## src/rtl/seq_signed_divider_if.sv

```systemverilog
// Start/done handshake and operand/result bus of the sequential signed divider.
interface seq_signed_divider_if #(
  parameter int unsigned N = 32
);
  logic         start;
  logic [N-1:0] dividend;
  logic [N-1:0] divisor;
  logic         busy;
  logic         done;
  logic [N-1:0] quotient;
  logic [N-1:0] remainder;
  logic         divzero;
  logic         ovflag;

  modport master (
    output start, dividend, divisor,
    input  busy, done, quotient, remainder, divzero, ovflag
  );

  modport slave (
    input  start, dividend, divisor,
    output busy, done, quotient, remainder, divzero, ovflag
  );
endinterface

```

## src/rtl/seq_signed_divider.sv

```systemverilog
// Iterative signed divider: sign-magnitude restoring division, one step per clock.
module seq_signed_divider #(
  parameter int unsigned N = 32
) (
  input  logic                 clk,
  input  logic                 rst,
  seq_signed_divider_if.slave  bus
);

  localparam int unsigned CW = $clog2(N);
  localparam logic [N-1:0] MOST_NEG = {1'b1, {(N-1){1'b0}}};

  typedef enum logic [1:0] {IDLE, CALC, FIX} state_t;
  typedef enum logic [1:0] {SP_NONE, SP_DIVZ, SP_OVF} special_t;

  state_t   state_q, state_d;
  special_t special_q, special_d, special_in;

  logic          neg_dvd_q, neg_dvd_d;
  logic          neg_dsr_q, neg_dsr_d;
  // magnitude dividend; quotient bits shift in from the LSB during CALC
  logic [N-1:0]  mag_dvd_q, mag_dvd_d;
  logic [N-1:0]  mag_dsr_q, mag_dsr_d;
  logic [N-1:0]  prem_q, prem_d;
  logic [CW-1:0] cnt_q, cnt_d;

  logic          busy_q, busy_d;
  logic          done_q, done_d;
  logic [N-1:0]  quo_q, quo_d;
  logic [N-1:0]  rem_q, rem_d;
  logic          dz_q, dz_d;
  logic          ov_q, ov_d;

  logic [N:0]    shifted;
  logic [N:0]    trial;

  function automatic logic [N-1:0] negate(input logic [N-1:0] x);
    return (~x) + N'(1);
  endfunction

  function automatic logic [N-1:0] abs_val(input logic [N-1:0] x);
    return x[N-1] ? negate(x) : x;
  endfunction

  // Partial remainder is below |divisor| <= 2^(N-1), so the shifted value fits N+1 bits
  assign shifted = {prem_q, mag_dvd_q[N-1]};
  assign trial   = shifted - {1'b0, mag_dsr_q};

  // Classify operands that bypass the iterative path
  always_comb begin
    special_in = SP_NONE;
    if (bus.divisor == '0) begin
      special_in = SP_DIVZ;
    end else if ((bus.dividend == MOST_NEG) && (bus.divisor == '1)) begin
      special_in = SP_OVF;
    end
  end

  // State register
  always_ff @(posedge clk) begin
    if (rst) begin
      state_q <= IDLE;
    end else begin
      state_q <= state_d;
    end
  end

  // Next-state logic
  always_comb begin
    state_d = state_q;
    case (state_q)
      IDLE: begin
        if (bus.start) begin
          state_d = (special_in == SP_NONE) ? CALC : FIX;
        end
      end
      CALC: begin
        if (cnt_q == CW'(N - 1)) begin
          state_d = FIX;
        end
      end
      FIX:     state_d = IDLE;
      default: state_d = IDLE;
    endcase
  end

  // Datapath and output next values
  always_comb begin
    special_d = special_q;
    neg_dvd_d = neg_dvd_q;
    neg_dsr_d = neg_dsr_q;
    mag_dvd_d = mag_dvd_q;
    mag_dsr_d = mag_dsr_q;
    prem_d    = prem_q;
    cnt_d     = cnt_q;
    busy_d    = busy_q;
    done_d    = 1'b0;
    quo_d     = quo_q;
    rem_d     = rem_q;
    dz_d      = dz_q;
    ov_d      = ov_q;
    case (state_q)
      IDLE: begin
        if (bus.start) begin
          special_d = special_in;
          neg_dvd_d = bus.dividend[N-1];
          neg_dsr_d = bus.divisor[N-1];
          mag_dvd_d = abs_val(bus.dividend);
          mag_dsr_d = abs_val(bus.divisor);
          prem_d    = '0;
          cnt_d     = '0;
          busy_d    = 1'b1;
        end
      end
      CALC: begin
        if (!trial[N]) begin
          prem_d    = trial[N-1:0];
          mag_dvd_d = {mag_dvd_q[N-2:0], 1'b1};
        end else begin
          prem_d    = shifted[N-1:0];
          mag_dvd_d = {mag_dvd_q[N-2:0], 1'b0};
        end
        cnt_d = cnt_q + CW'(1);
      end
      FIX: begin
        case (special_q)
          SP_DIVZ: begin
            quo_d = '1;
            // magnitude and sign reconstruct the original dividend, including MOST_NEG
            rem_d = neg_dvd_q ? negate(mag_dvd_q) : mag_dvd_q;
            dz_d  = 1'b1;
            ov_d  = 1'b0;
          end
          SP_OVF: begin
            quo_d = MOST_NEG;
            rem_d = '0;
            dz_d  = 1'b0;
            ov_d  = 1'b1;
          end
          default: begin
            quo_d = (neg_dvd_q ^ neg_dsr_q) ? negate(mag_dvd_q) : mag_dvd_q;
            rem_d = neg_dvd_q ? negate(prem_q) : prem_q;
            dz_d  = 1'b0;
            ov_d  = 1'b0;
          end
        endcase
        done_d = 1'b1;
        busy_d = 1'b0;
      end
      default: ;
    endcase
  end

  // Datapath and output registers
  always_ff @(posedge clk) begin
    if (rst) begin
      special_q <= SP_NONE;
      neg_dvd_q <= 1'b0;
      neg_dsr_q <= 1'b0;
      mag_dvd_q <= '0;
      mag_dsr_q <= '0;
      prem_q    <= '0;
      cnt_q     <= '0;
      busy_q    <= 1'b0;
      done_q    <= 1'b0;
      quo_q     <= '0;
      rem_q     <= '0;
      dz_q      <= 1'b0;
      ov_q      <= 1'b0;
    end else begin
      special_q <= special_d;
      neg_dvd_q <= neg_dvd_d;
      neg_dsr_q <= neg_dsr_d;
      mag_dvd_q <= mag_dvd_d;
      mag_dsr_q <= mag_dsr_d;
      prem_q    <= prem_d;
      cnt_q     <= cnt_d;
      busy_q    <= busy_d;
      done_q    <= done_d;
      quo_q     <= quo_d;
      rem_q     <= rem_d;
      dz_q      <= dz_d;
      ov_q      <= ov_d;
    end
  end

  assign bus.busy      = busy_q;
  assign bus.done      = done_q;
  assign bus.quotient  = quo_q;
  assign bus.remainder = rem_q;
  assign bus.divzero   = dz_q;
  assign bus.ovflag    = ov_q;

endmodule

```

## src/flat_wrapper.sv

```systemverilog
// flat-port wrapper written by rule: the top's interface ports become plain ports
module seq_signed_divider_flat 
#(
  parameter int unsigned N = 32
)
  (clk, rst, bus_start, bus_dividend, bus_divisor, bus_busy, bus_done, bus_quotient, bus_remainder, bus_divzero, bus_ovflag);
  seq_signed_divider_if #(.N(N)) bus_i ();
  input  logic clk;
  input  logic rst;
  input wire logic [$bits(bus_i.start)-1:0] bus_start;
  input wire logic [$bits(bus_i.dividend)-1:0] bus_dividend;
  input wire logic [$bits(bus_i.divisor)-1:0] bus_divisor;
  output wire logic [$bits(bus_i.busy)-1:0] bus_busy;
  output wire logic [$bits(bus_i.done)-1:0] bus_done;
  output wire logic [$bits(bus_i.quotient)-1:0] bus_quotient;
  output wire logic [$bits(bus_i.remainder)-1:0] bus_remainder;
  output wire logic [$bits(bus_i.divzero)-1:0] bus_divzero;
  output wire logic [$bits(bus_i.ovflag)-1:0] bus_ovflag;
  assign bus_i.start = bus_start;
  assign bus_i.dividend = bus_dividend;
  assign bus_i.divisor = bus_divisor;
  assign bus_busy = bus_i.busy;
  assign bus_done = bus_i.done;
  assign bus_quotient = bus_i.quotient;
  assign bus_remainder = bus_i.remainder;
  assign bus_divzero = bus_i.divzero;
  assign bus_ovflag = bus_i.ovflag;
  seq_signed_divider #(.N(N)) u_core (.clk(clk), .rst(rst), .bus(bus_i));
endmodule
```

## config.mk

```make
export PLATFORM = sky130hd
export DESIGN_NAME = seq_signed_divider_flat
export DESIGN_NICKNAME = d
export VERILOG_FILES = /design/src/rtl/seq_signed_divider_if.sv /design/src/rtl/seq_signed_divider.sv /design/src/flat_wrapper.sv
export SDC_FILE = /design/constraint.sdc
export NUM_CORES = 1
export LEC_CHECK = 0
export CORE_MARGIN = 5
export CORE_UTILIZATION = 55
export DETAILED_ROUTE_END_ITERATION = 6
export GPL_TIMING_DRIVEN = 0
export MAX_ROUTING_LAYER = met4
export PLACE_DENSITY = 0.88
export REMOVE_ABC_BUFFERS = 1
export SYNTH_ARGS = -nofsm -noshare
export SYNTH_HDL_FRONTEND = slang
export SYNTH_SLANG_ARGS = --single-unit
```

## constraint.sdc

```tcl
create_clock -name clk -period 4.11 [get_ports clk]
set_clock_uncertainty 0.05 [all_clocks]
set_input_delay 0.6165 -clock clk [delete_from_list [all_inputs] [get_ports clk]]
set_output_delay 0.6165 -clock clk [all_outputs]
set_load 0.02 [all_outputs]
```

==> key figures, run 1 <==
Status
  – Run status: finished, final reports clean

Final layout
  – Nets: 1710
  – Final core occ: 66.0%
  – Layout cells sized above 1: 4.65%
  – Area growth from synthesis to layout: 17.8%
  – Most common cell after layout, fill and taps aside: dfxtp_1
  – Layout Cell Area excl Fill: 13900 um2
  – Inserted Diodes: 0
  – Most frequent cells in the layout: 174 x dfxtp_1, 164 x nand2_1, 149 x nor2_1

Worst setup path
  – Critical Path RT: 4340 ps
  – Critical path class: flop to flop
  – Most used cell, CP: buf_4
  – Slowest-stage cell, CP: dfxtp_1
  – Worst EP arrival: 4040 ps
  – Maximum fanout along the worst path: 10
  – Critical Path End Type: flop
  – Top Family by Delay on Critical Path: compound AO/OA/AOI/OAI gates
  – Crit-path max cell delay: 420 ps
  – CP Launch Type: flop
  – WP buf/inv: 4
  – Cell Chain, Critical Path: inv_1 > ha_1 > fa_1 > nand2b_1 > a21oi_1 > o21ai_0 > a21oi_1 > nor2_1 > o211ai_1 > buf_4 > buf_4 > buf_4 > mux2i_1 > o21ai_0

CTS
  – CTS tree: built
  – CTS Buf Count: 17
  – H-tree level count: 4
  – Worst-Skew Late Latency: 440 ps
  – Clock Pin Slew Worst Setup and Hold Paths: 70 ps
  – Clock buffer depth: 2
  – Root buffer cell: clkbuf_16
  – Num Clock Sinks: 175

Detailed routing
  – Total wire length: 33.3 mm
  – Wire per inst: 17.6 um
  – DR vias: 11694
  – DRT antenna net count: 0
  – DR iter-0 viols: 1201
  – DRC violations left: 0
  – Vias per std cell: 6.19
  – DR pass1 iterations: 6

STA
  – Worst Max-Slew Pin Slew: 1080 ps
  – Slew Limit Fails: 0
  – Final WS setup: 296 ps
  – Tmin final: 3810 ps
  – Unrepaired setup endpoints after global routing: no
  – Final setup viols: 0
  – Max Freq: 0.262 GHz
  – Relative slew slack: 28.2%
  – WHS: 409 ps
  – Final hold viol count: 0
  – Final period utilization: 92.8%

Logic synthesis
  – Post-synthesis register bit count: 175
  – Ys flop type: dfxtp_1
  – Ys async rst share: 0%
  – Synth unique cells: 72
  – Number of synthesis warnings: 0
  – Number of flops mapped to enable cells by yosys: 0
  – Mean Syn Cell Area: 7.62 um2
  – Largest area contributor in the netlist: dfxtp_1
  – Area contributors post-synth: dfxtp_1 30%, xnor2_1 7.6%, nand2_1 5.2%, a21oi_1 5.0%, xor2_1 5.0%
  – Post-synthesis sequential area ratio: 29.7%
  – Mapped Area: 11800 um2
  – Top cell type's share of synthesized area: 29.7%
  – Cells after Synth: 1550

Global routing
  – GR Overflow Total: 0
  – Initial antenna violation count: 0
  – Vias in the first global route: 10925
  – Largest net degree at the start of global routing: 88
  – First-pass GRT wire length: 53.5 mm
  – Total GRT Usage: 27.2%

Hold path
  – Hold Path Class: flop to flop

Place
  – GPL Wtd Cong: 0.900
  – PortBufs: 134
  – Area after DPL: 13300 um2
  – Worst slack, placed: -25.6 ps
  – Hpwl dp: 23.9 mm

Floorplanning
  – Row count: 53
  – Num ports: 135
  – Full die area: 24500 um2
  – Core ar.: 21100 um2
  – Die Height: 157 um
  – Starting density of the core: 56.0%
  – DIE WIDTH: 157 um

Power
  – Pwr Total: 8.86 mW
  – IR drop worst, VDD: 0.000539 V
  – Static Leak: 5.08 nW
  – PwrDens: 637 nW/um2

Job
  – Max Cap Viol: 0
-- area by class of cell --
type,count,area [um2]
Multi-Input combinational cell,1199,7670
Fill cell,1757,7180
Sequential cell,175,3500
Timing Repair Buffer,150,1600
Clock buffer,18,429
Tap cell,275,344
Inverter,58,218
Clock inverter,14,148
-- kinds of logic (layout without fill, tap and decap cells) --
group           Yosys count  after routing  share of synthesized area [%]
xor+xnor                171            171                           12.7
fa+ha+maj                42             42                           4.51
simple gates            507            507                           20.0
compound gates          453            453                           25.1
mux                      26             26                           2.21
flops                   175            175                           29.7
buf+inv                 176            240                           5.77
-- path summary, 6_finish.rpt --
kind | start | end | slack (ps) | cells past startpoint
setup / recovery | u_core.mag_dvd_q[31]$_SDFFE_PP0P_ | u_core.prem_q[2]$_SDFFE_PP0P_ | 300 | 14
hold / removal | u_core.bus.busy$_SDFFE_PP0P_ | u_core.bus.busy$_SDFFE_PP0P_ | 410 | 2
setup reg to reg | u_core.mag_dvd_q[31]$_SDFFE_PP0P_ | u_core.prem_q[2]$_SDFFE_PP0P_ | 300 | 14
hold reg to reg | u_core.bus.busy$_SDFFE_PP0P_ | u_core.bus.busy$_SDFFE_PP0P_ | 410 | 2
-- Yosys cell counts (all sizes together), types with 8 or more instances --
cell and number:
mux2i 25, and3 8, nor3 62, o41ai 22, a31oi 8, dfxtp 175, xnor2 103, o31ai 47
nand2b 14, or3 15, inv 58, or4 17, buf 21, a221oi 21, nand2 164, a21oi 119
a211oi 51, nand3 15, clkbuf 97, nand4 18, ha 41, xor2 68, a22oi 30, nor2b 10
nor2 151, a21o 8, nor4 12, o21ai 104
-- registers in the layout (all words and copies together) (netlist names) --
name and count:
u_core.bus.quotient 32, u_core.mag_dsr_q 32, u_core.prem_q 32, u_core.cnt_q 5, u_core.bus.busy 1, u_core.bus.ovflag 1
u_core.state_q 2, u_core.bus.done 1, u_core.neg_dsr_q 1, u_core.neg_dvd_q 1, u_core.special_q 2, u_core.bus.remainder 32
u_core.bus.divzero 1, u_core.mag_dvd_q 32
-- metrics by stage --
step	TNS, ps	instances
after floorplan	-114220	1432
after detailed placement	-93.5	1856
after global routing	0	1889
after CTS	0	1889
after global placement	-493430	1841
final	0	1889
-- repair_timing --
item                       CTS  global route
setup buffers                1             0
hold buffers                 0             0
gates resized for setup      0             0
setup endpoints to repair   13             0
-- worst min-delay path: cells and delay by family (launching register included) --
kind,cells,cell delay (ps)
DFF,1,310
and+or+nand+nor,1,50
AOI/OAI and AO/OA,1,50
-- report_power, final --
group | switching, mW | internal, mW | total [mW]
clock | 0.772 | 0.861 | 1.63
combinational | 2.87 | 2.15 | 5.02
sequential | 0.333 | 1.88 | 2.21
total | 3.98 | 4.88 | 8.86
-- per-layer routing --
| layer | global-route usage, % | share of wire [%] | up-vias |
|---|---|---|---|
| li1 | - | - | 5648 |
| met3 | 3.90 | 6.4 | 79 |
| met4 | 10.7 | 3.5 | 0 |
| met2 | 45.0 | 49 | 477 |
| met1 | 33.5 | 41 | 5490 |
| met5 | - | 0 | - |
Note: power is estimated with default switching activity, not from simulation.
==> run 2: changes to the inputs <==
Settings changed: SLEW_MARGIN from default to 5.
==> run 2 against run 1 <==
Setup slack gained 16 ps. Total power rose by 0.61%. Cell count is the same. Utilization is 0.071 points higher. Critical path type unchanged. First-iteration DRC count decreased by 6.7%. Largest cell class unchanged. Routed wire length is 0.68% lower. Sequential share of layout area about the same. Non-clock buffer count did not move. Fmax increased by 0.42%. Clock power grew 4%. Count of clock-buffer cells in the layout unchanged. Sequential power hardly changed.
==> key figures, run 2 (synthesized netlist as in run 1, its figures left out) <==
Status
  – Run status: finished, final reports clean

STA
  – WHS: 409 ps
  – Tmin final: 3800 ps
  – Final hold viol count: 0
  – Final period utilization: 92.4%
  – Unrepaired setup endpoints after global routing: no
  – Final setup viols: 0
  – Max Freq: 0.263 GHz
  – Worst Max-Slew Pin Slew: 1080 ps
  – Slew Limit Fails: 0
  – Relative slew slack: 28.2%

Worst setup path
  – Maximum fanout along the worst path: 11
  – Critical Path RT: 4330 ps
  – Crit path depth: 14
  – Critical path class: flop to flop
  – Cell Chain, Critical Path: inv_1 > ha_1 > fa_1 > nand2b_1 > a21oi_1 > o21ai_0 > a21oi_1 > nor2_1 > o211ai_1 > buf_4 > buf_4 > buf_4 > mux2i_1 > o21ai_0
  – R2R Setup Slk: 310 ps
  – Most used cell, CP: buf_4
  – Critical path capture point: u_core.prem_q[2]$_SDFFE_PP0P_
  – WP buf/inv: 4
  – RR Endpoint: u_core.prem_q[2]$_SDFFE_PP0P_
  – CP startpoint: u_core.mag_dvd_q[31]$_SDFFE_PP0P_
  – R2R depth: 14
  – CP Launch Type: flop
  – Slowest-stage cell, CP: dfxtp_1
  – Crit-path max cell delay: 420 ps
  – Critical Path End Type: flop
  – Worst EP arrival: 4020 ps
  – Critical R2R Launch: u_core.mag_dvd_q[31]$_SDFFE_PP0P_
  – Top Family by Delay on Critical Path: compound AO/OA/AOI/OAI gates

Final layout
  – Layout cells sized above 1: 4.65%
  – Nets: 1710
  – Multi-input logic area: 7670 um2
  – Most frequent cells in the layout: 174 x dfxtp_1, 164 x nand2_1, 149 x nor2_1
  – Inserted Diodes: 0
  – Fill cells: 1728
  – Area growth from synthesis to layout: 17.9%
  – Sequential standard cell area: 3500 um2
  – Fin cells: 1889
  – Most common cell after layout, fill and taps aside: dfxtp_1

Hold path
  – Hold Path Class: flop to flop

Detailed routing
  – Wire per inst: 17.5 um
  – Vias per std cell: 6.19
  – DRT antenna net count: 0
  – DRC violations left: 0
  – DR iter-0 viols: 1121
  – DR vias: 11685
  – DR pass1 iterations: 5
  – Total wire length: 33.1 mm

Floorplanning
  – Core ar.: 21100 um2
  – Num ports: 135
  – Row count: 53
  – Die Height: 157 um
  – Full die area: 24500 um2
  – Starting density of the core: 56.0%
  – DIE WIDTH: 157 um

Job
  – Max Cap Viol: 0

Power
  – Static Leak: 5.08 nW
  – Sequential Power Share: 24.8%
  – Pint: 4.94 mW
  – Comb pwr share: 56.2%
  – IR drop worst, VDD: 0.000462 V
  – Clock power frac: 18.9%
  – PwrDens: 640 nW/um2
  – Sw Share: 44.6%
  – Pwr Total: 8.92 mW
  – Psw: 3.97 mW

Place
  – Hpwl dp: 23.9 mm
  – GPL Wtd Cong: 0.900
  – Placed Cells incl. Taps: 1856
  – PortBufs: 134

CTS
  – Num Clock Sinks: 175
  – CTS tree: built
  – Hold_buf cts: 0
  – Clock Pin Slew Worst Setup and Hold Paths: 70 ps
  – Worst-Skew Late Latency: 440 ps
  – H-tree level count: 4
  – Root buffer cell: clkbuf_16
  – CTS Buf Count: 17
  – Clock buffer depth: 2

Global routing
  – First-pass GRT wire length: 53.7 mm
  – Vias in the first global route: 11009
  – Initial antenna violation count: 0
  – Total GRT Usage: 27.2%
  – GR Overflow Total: 0
  – Largest net degree at the start of global routing: 105
run 2: cell types whose count changed in the layout (fill, tap and decap cells not counted), sizes merged:
cell	change
bufinv	+1
inv	-1
run 2: tightest hold or removal path: stages (launching register included):
cell	delay (ps)
dfxtp_1	310
nand2_1	50
a21oi_1	50
run 2: power by group through the flow:
stage                     clock network, mW  registers (mW)  logic (mW)
final                                  1.69            2.21        5.02
after global routing                   1.77            2.24        5.52
after CTS                              1.70            2.20        4.94
after detailed placement                  0            2.24        4.86
after global placement                    0            2.06        2.81
after floorplan                           0            2.05        2.81
run 2: metal layers:
metal / track usage [%] / vias to the layer above / wire [um] / share of wire (%)
li1: - / 5652 / - / -
met4: 8.80 / 0 / 918 / 2.8
met3: 4.67 / 57 / 2300 / 7.0
met5: - / - / 0 / 0
met1: 33.8 / 5519 / 13500 / 41
met2: 45.0 / 457 / 16400 / 49
run 2: worst min-delay path by stage:
stage | startpoint | end | slack, ps | depth (start not counted)
after floorplan | u_core.mag_dsr_q[21]$_SDFFE_PP0P_ | u_core.mag_dsr_q[21]$_SDFFE_PP0P_ | 380 | 2
after global placement | u_core.mag_dsr_q[21]$_SDFFE_PP0P_ | u_core.mag_dsr_q[21]$_SDFFE_PP0P_ | 390 | 2
after detailed placement | u_core.bus.busy$_SDFFE_PP0P_ | u_core.bus.busy$_SDFFE_PP0P_ | 400 | 2
after CTS | u_core.bus.busy$_SDFFE_PP0P_ | u_core.bus.busy$_SDFFE_PP0P_ | 410 | 2
after global routing | u_core.bus.busy$_SDFFE_PP0P_ | u_core.bus.busy$_SDFFE_PP0P_ | 430 | 2
final | u_core.bus.busy$_SDFFE_PP0P_ | u_core.bus.busy$_SDFFE_PP0P_ | 410 | 2
run 2: layout make-up:
cell class | instances | share of cell area (%)
Inverter | 58 | 1.56
Timing Repair Buffer | 150 | 11.4
Multi-Input combinational cell | 1199 | 55.1
Tap cell | 275 | 2.47
Sequential cell | 175 | 25.2
Clock inverter | 14 | 1.22
Clock buffer | 18 | 3.08
run 2: through the flow:
stage / TNS (ps) / setup WS [ps] / utilization, % / cell area (um2)
2_1_floorplan: -114220 / -1780 / - / 11300
3_3_place_gp: -493430 / -5270 / 61.8 / 13000
3_5_place_dp: -233 / -49.2 / 63.1 / 13300
4_1_cts: 0 / 400 / 66.0 / 13900
5_1_grt: 0 / 124 / 66.0 / 13900
6_report: 0 / 311 / 66.0 / 13900
run 2: repair_timing:
item	CTS	global route
gates resized for setup	0	0
setup endpoints to repair	10	0
buffers inserted	1	0
==> run 3: changes to the inputs <==
Settings changed: SLEW_MARGIN 5 to 10.
==> run 3 against run 2 <==
Sequential power hardly changed. Total power is 0.67% higher. Critical path depth did not move. Final area grew 0.22%. Sequential share of layout area decreased by 0.054 points. Cell count about the same. Worst hold slack got worse by 0.62 ps. Clock power is 2% higher. Non-clock buffer count did not move. Register-to-register slack lost 40 ps. Largest cell class unchanged. Largest power group unchanged.
==> key figures, run 3 (synthesized netlist as in run 1, its figures left out) <==
Final layout
  – Multi-input logic area: 7680 um2
  – Layout Cell Area excl Fill: 14000 um2
  – Nets: 1710
  – Sequential standard cell area: 3500 um2
  – Inserted Diodes: 0
  – Layout cells sized above 1: 4.65%
  – Most common cell after layout, fill and taps aside: dfxtp_1
  – Fill cells: 1760
  – Area growth from synthesis to layout: 18.2%
  – Most frequent cells in the layout: 174 x dfxtp_1, 164 x nand2_1, 149 x nor2_1

Job
  – Max Cap Viol: 0

STA
  – Final WS setup: 272 ps
  – Final setup viols: 0
  – Max Freq: 0.261 GHz
  – Slew Limit Fails: 0
  – Tmin final: 3840 ps
  – Final period utilization: 93.4%
  – Worst Max-Slew Pin Slew: 1110 ps
  – Relative slew slack: 25.9%
  – Final hold viol count: 0
  – Unrepaired setup endpoints after global routing: no

Worst setup path
  – Crit-path max cell delay: 420 ps
  – Slowest-stage cell, CP: dfxtp_1
  – Maximum fanout along the worst path: 10
  – Critical path class: flop to flop
  – CP startpoint: u_core.mag_dvd_q[31]$_SDFFE_PP0P_
  – Cell Chain, Critical Path: inv_1 > ha_1 > fa_1 > nand2b_1 > a21oi_1 > o21ai_0 > a21oi_1 > nor2_1 > o211ai_1 > buf_4 > buf_4 > buf_4 > mux2i_1 > o21ai_0
  – Critical Path End Type: flop
  – WP buf/inv: 4
  – R2R depth: 14
  – R2R Setup Slk: 270 ps
  – Worst EP arrival: 4060 ps
  – Top Family by Delay on Critical Path: compound AO/OA/AOI/OAI gates
  – Critical Path RT: 4340 ps
  – CP Launch Type: flop
  – Most used cell, CP: buf_4
  – Critical R2R Launch: u_core.mag_dvd_q[31]$_SDFFE_PP0P_
  – RR Endpoint: u_core.prem_q[2]$_SDFFE_PP0P_

Power
  – Pint: 5.01 mW
  – Comb pwr share: 56.0%
  – Sequential Power Share: 24.7%
  – PwrDens: 643 nW/um2
  – Sw Share: 44.2%
  – IR drop worst, VDD: 0.000485 V
  – Pwr Total: 8.98 mW
  – Static Leak: 5.10 nW
  – Clock power frac: 19.3%
  – Psw: 3.97 mW

Detailed routing
  – DR pass1 iterations: 5
  – DR vias: 11864
  – DR iter-0 viols: 1172
  – Total wire length: 33.6 mm
  – DRC violations left: 0
  – Wire per inst: 17.8 um
  – DRT antenna net count: 0
  – Vias per std cell: 6.28

Floorplanning
  – Die Height: 157 um
  – Num ports: 135
  – Full die area: 24500 um2
  – Row count: 53
  – Core ar.: 21100 um2
  – DIE WIDTH: 157 um
  – Starting density of the core: 56.0%

CTS
  – Worst-Skew Late Latency: 440 ps
  – CTS Buf Count: 17
  – CTS tree: built
  – Hold_buf cts: 0
  – Num Clock Sinks: 175
  – Setup bufs post-CTS: 1
  – Clock Pin Slew Worst Setup and Hold Paths: 70 ps
  – Root buffer cell: clkbuf_16
  – Clock buffer depth: 2
  – H-tree level count: 4
  – Post-cts sizing count: 0

Global routing
  – Vias in the first global route: 11165
  – Largest net degree at the start of global routing: 105
  – First-pass GRT wire length: 54.6 mm
  – GR Overflow Total: 0
  – Initial antenna violation count: 0
  – Total GRT Usage: 27.6%

Hold path
  – Hold endpoint: u_core.mag_dsr_q[21]$_SDFFE_PP0P_
  – Hold-critical path depth: 2
  – Hold Startpoint: u_core.mag_dsr_q[21]$_SDFFE_PP0P_
  – Hold Path Class: flop to flop

Place
  – Worst slack, placed: -44.9 ps
  – Area after DPL: 13300 um2
  – Hpwl dp: 23.9 mm
  – PortBufs: 134
  – GPL Wtd Cong: 0.900

Status
  – Run status: finished, final reports clean
[run 3: power groups by stage]
stage               combinational, mW  clock, mW  sequential [mW]
global placement                 2.81          0             2.06
floorplan                        2.81          0             2.05
detailed placement               4.85          0             2.24
global route                     5.55       1.82             2.24
finish                           5.03       1.73             2.21
CTS                              4.95       1.74             2.20
[run 3: how the worst max path moves through the flow]
stage	cells past startpoint	end	slack (ps)
after floorplan	4	u_core.prem_q[30]$_SDFFE_PP0P_	-1780
after global placement	5	u_core.prem_q[30]$_SDFFE_PP0P_	-5270
after detailed placement	14	u_core.prem_q[4]$_SDFFE_PP0P_	-40
after CTS	14	u_core.prem_q[2]$_SDFFE_PP0P_	380
after global routing	14	u_core.prem_q[2]$_SDFFE_PP0P_	110
final	14	u_core.prem_q[2]$_SDFFE_PP0P_	270
[run 3: area by class of cell]
type | instances | area share [%]
repair buffers | 150 | 11.4
flip-flops and latches | 175 | 25.1
clock buffers | 18 | 3.15
well taps | 275 | 2.47
multi-input cells | 1199 | 55.0
clock inverters | 13 | 1.26
inverters | 58 | 1.56
[run 3: metal layers]
metal,global-route usage (%),wire length [um]
met5,-,0
met4,10.1,1110
met3,3.95,2390
met2,45.8,16400
met1,34.2,13700
[run 3: worst register-to-register path: cells and delay by family, from the launching register on]
family | cells | cell delay (ps)
compound gates | 5 | 1210
simple gates | 2 | 320
fa+ha+maj | 2 | 670
buf+inv | 4 | 830
flops | 1 | 420
mux | 1 | 190
[run 3: through the flow]
stage | TNS [ps] | hold WS (ps) | std cells | utilization [%]
2_1_floorplan | -114220 | 376 | 1432 | -
5_1_grt | 0 | 431 | 1888 | 66.2
4_1_cts | 0 | 411 | 1888 | 66.2
3_3_place_gp | -493430 | 392 | 1841 | 61.8
6_report | 0 | 409 | 1888 | 66.2
3_5_place_dp | -185 | 401 | 1856 | 63.2
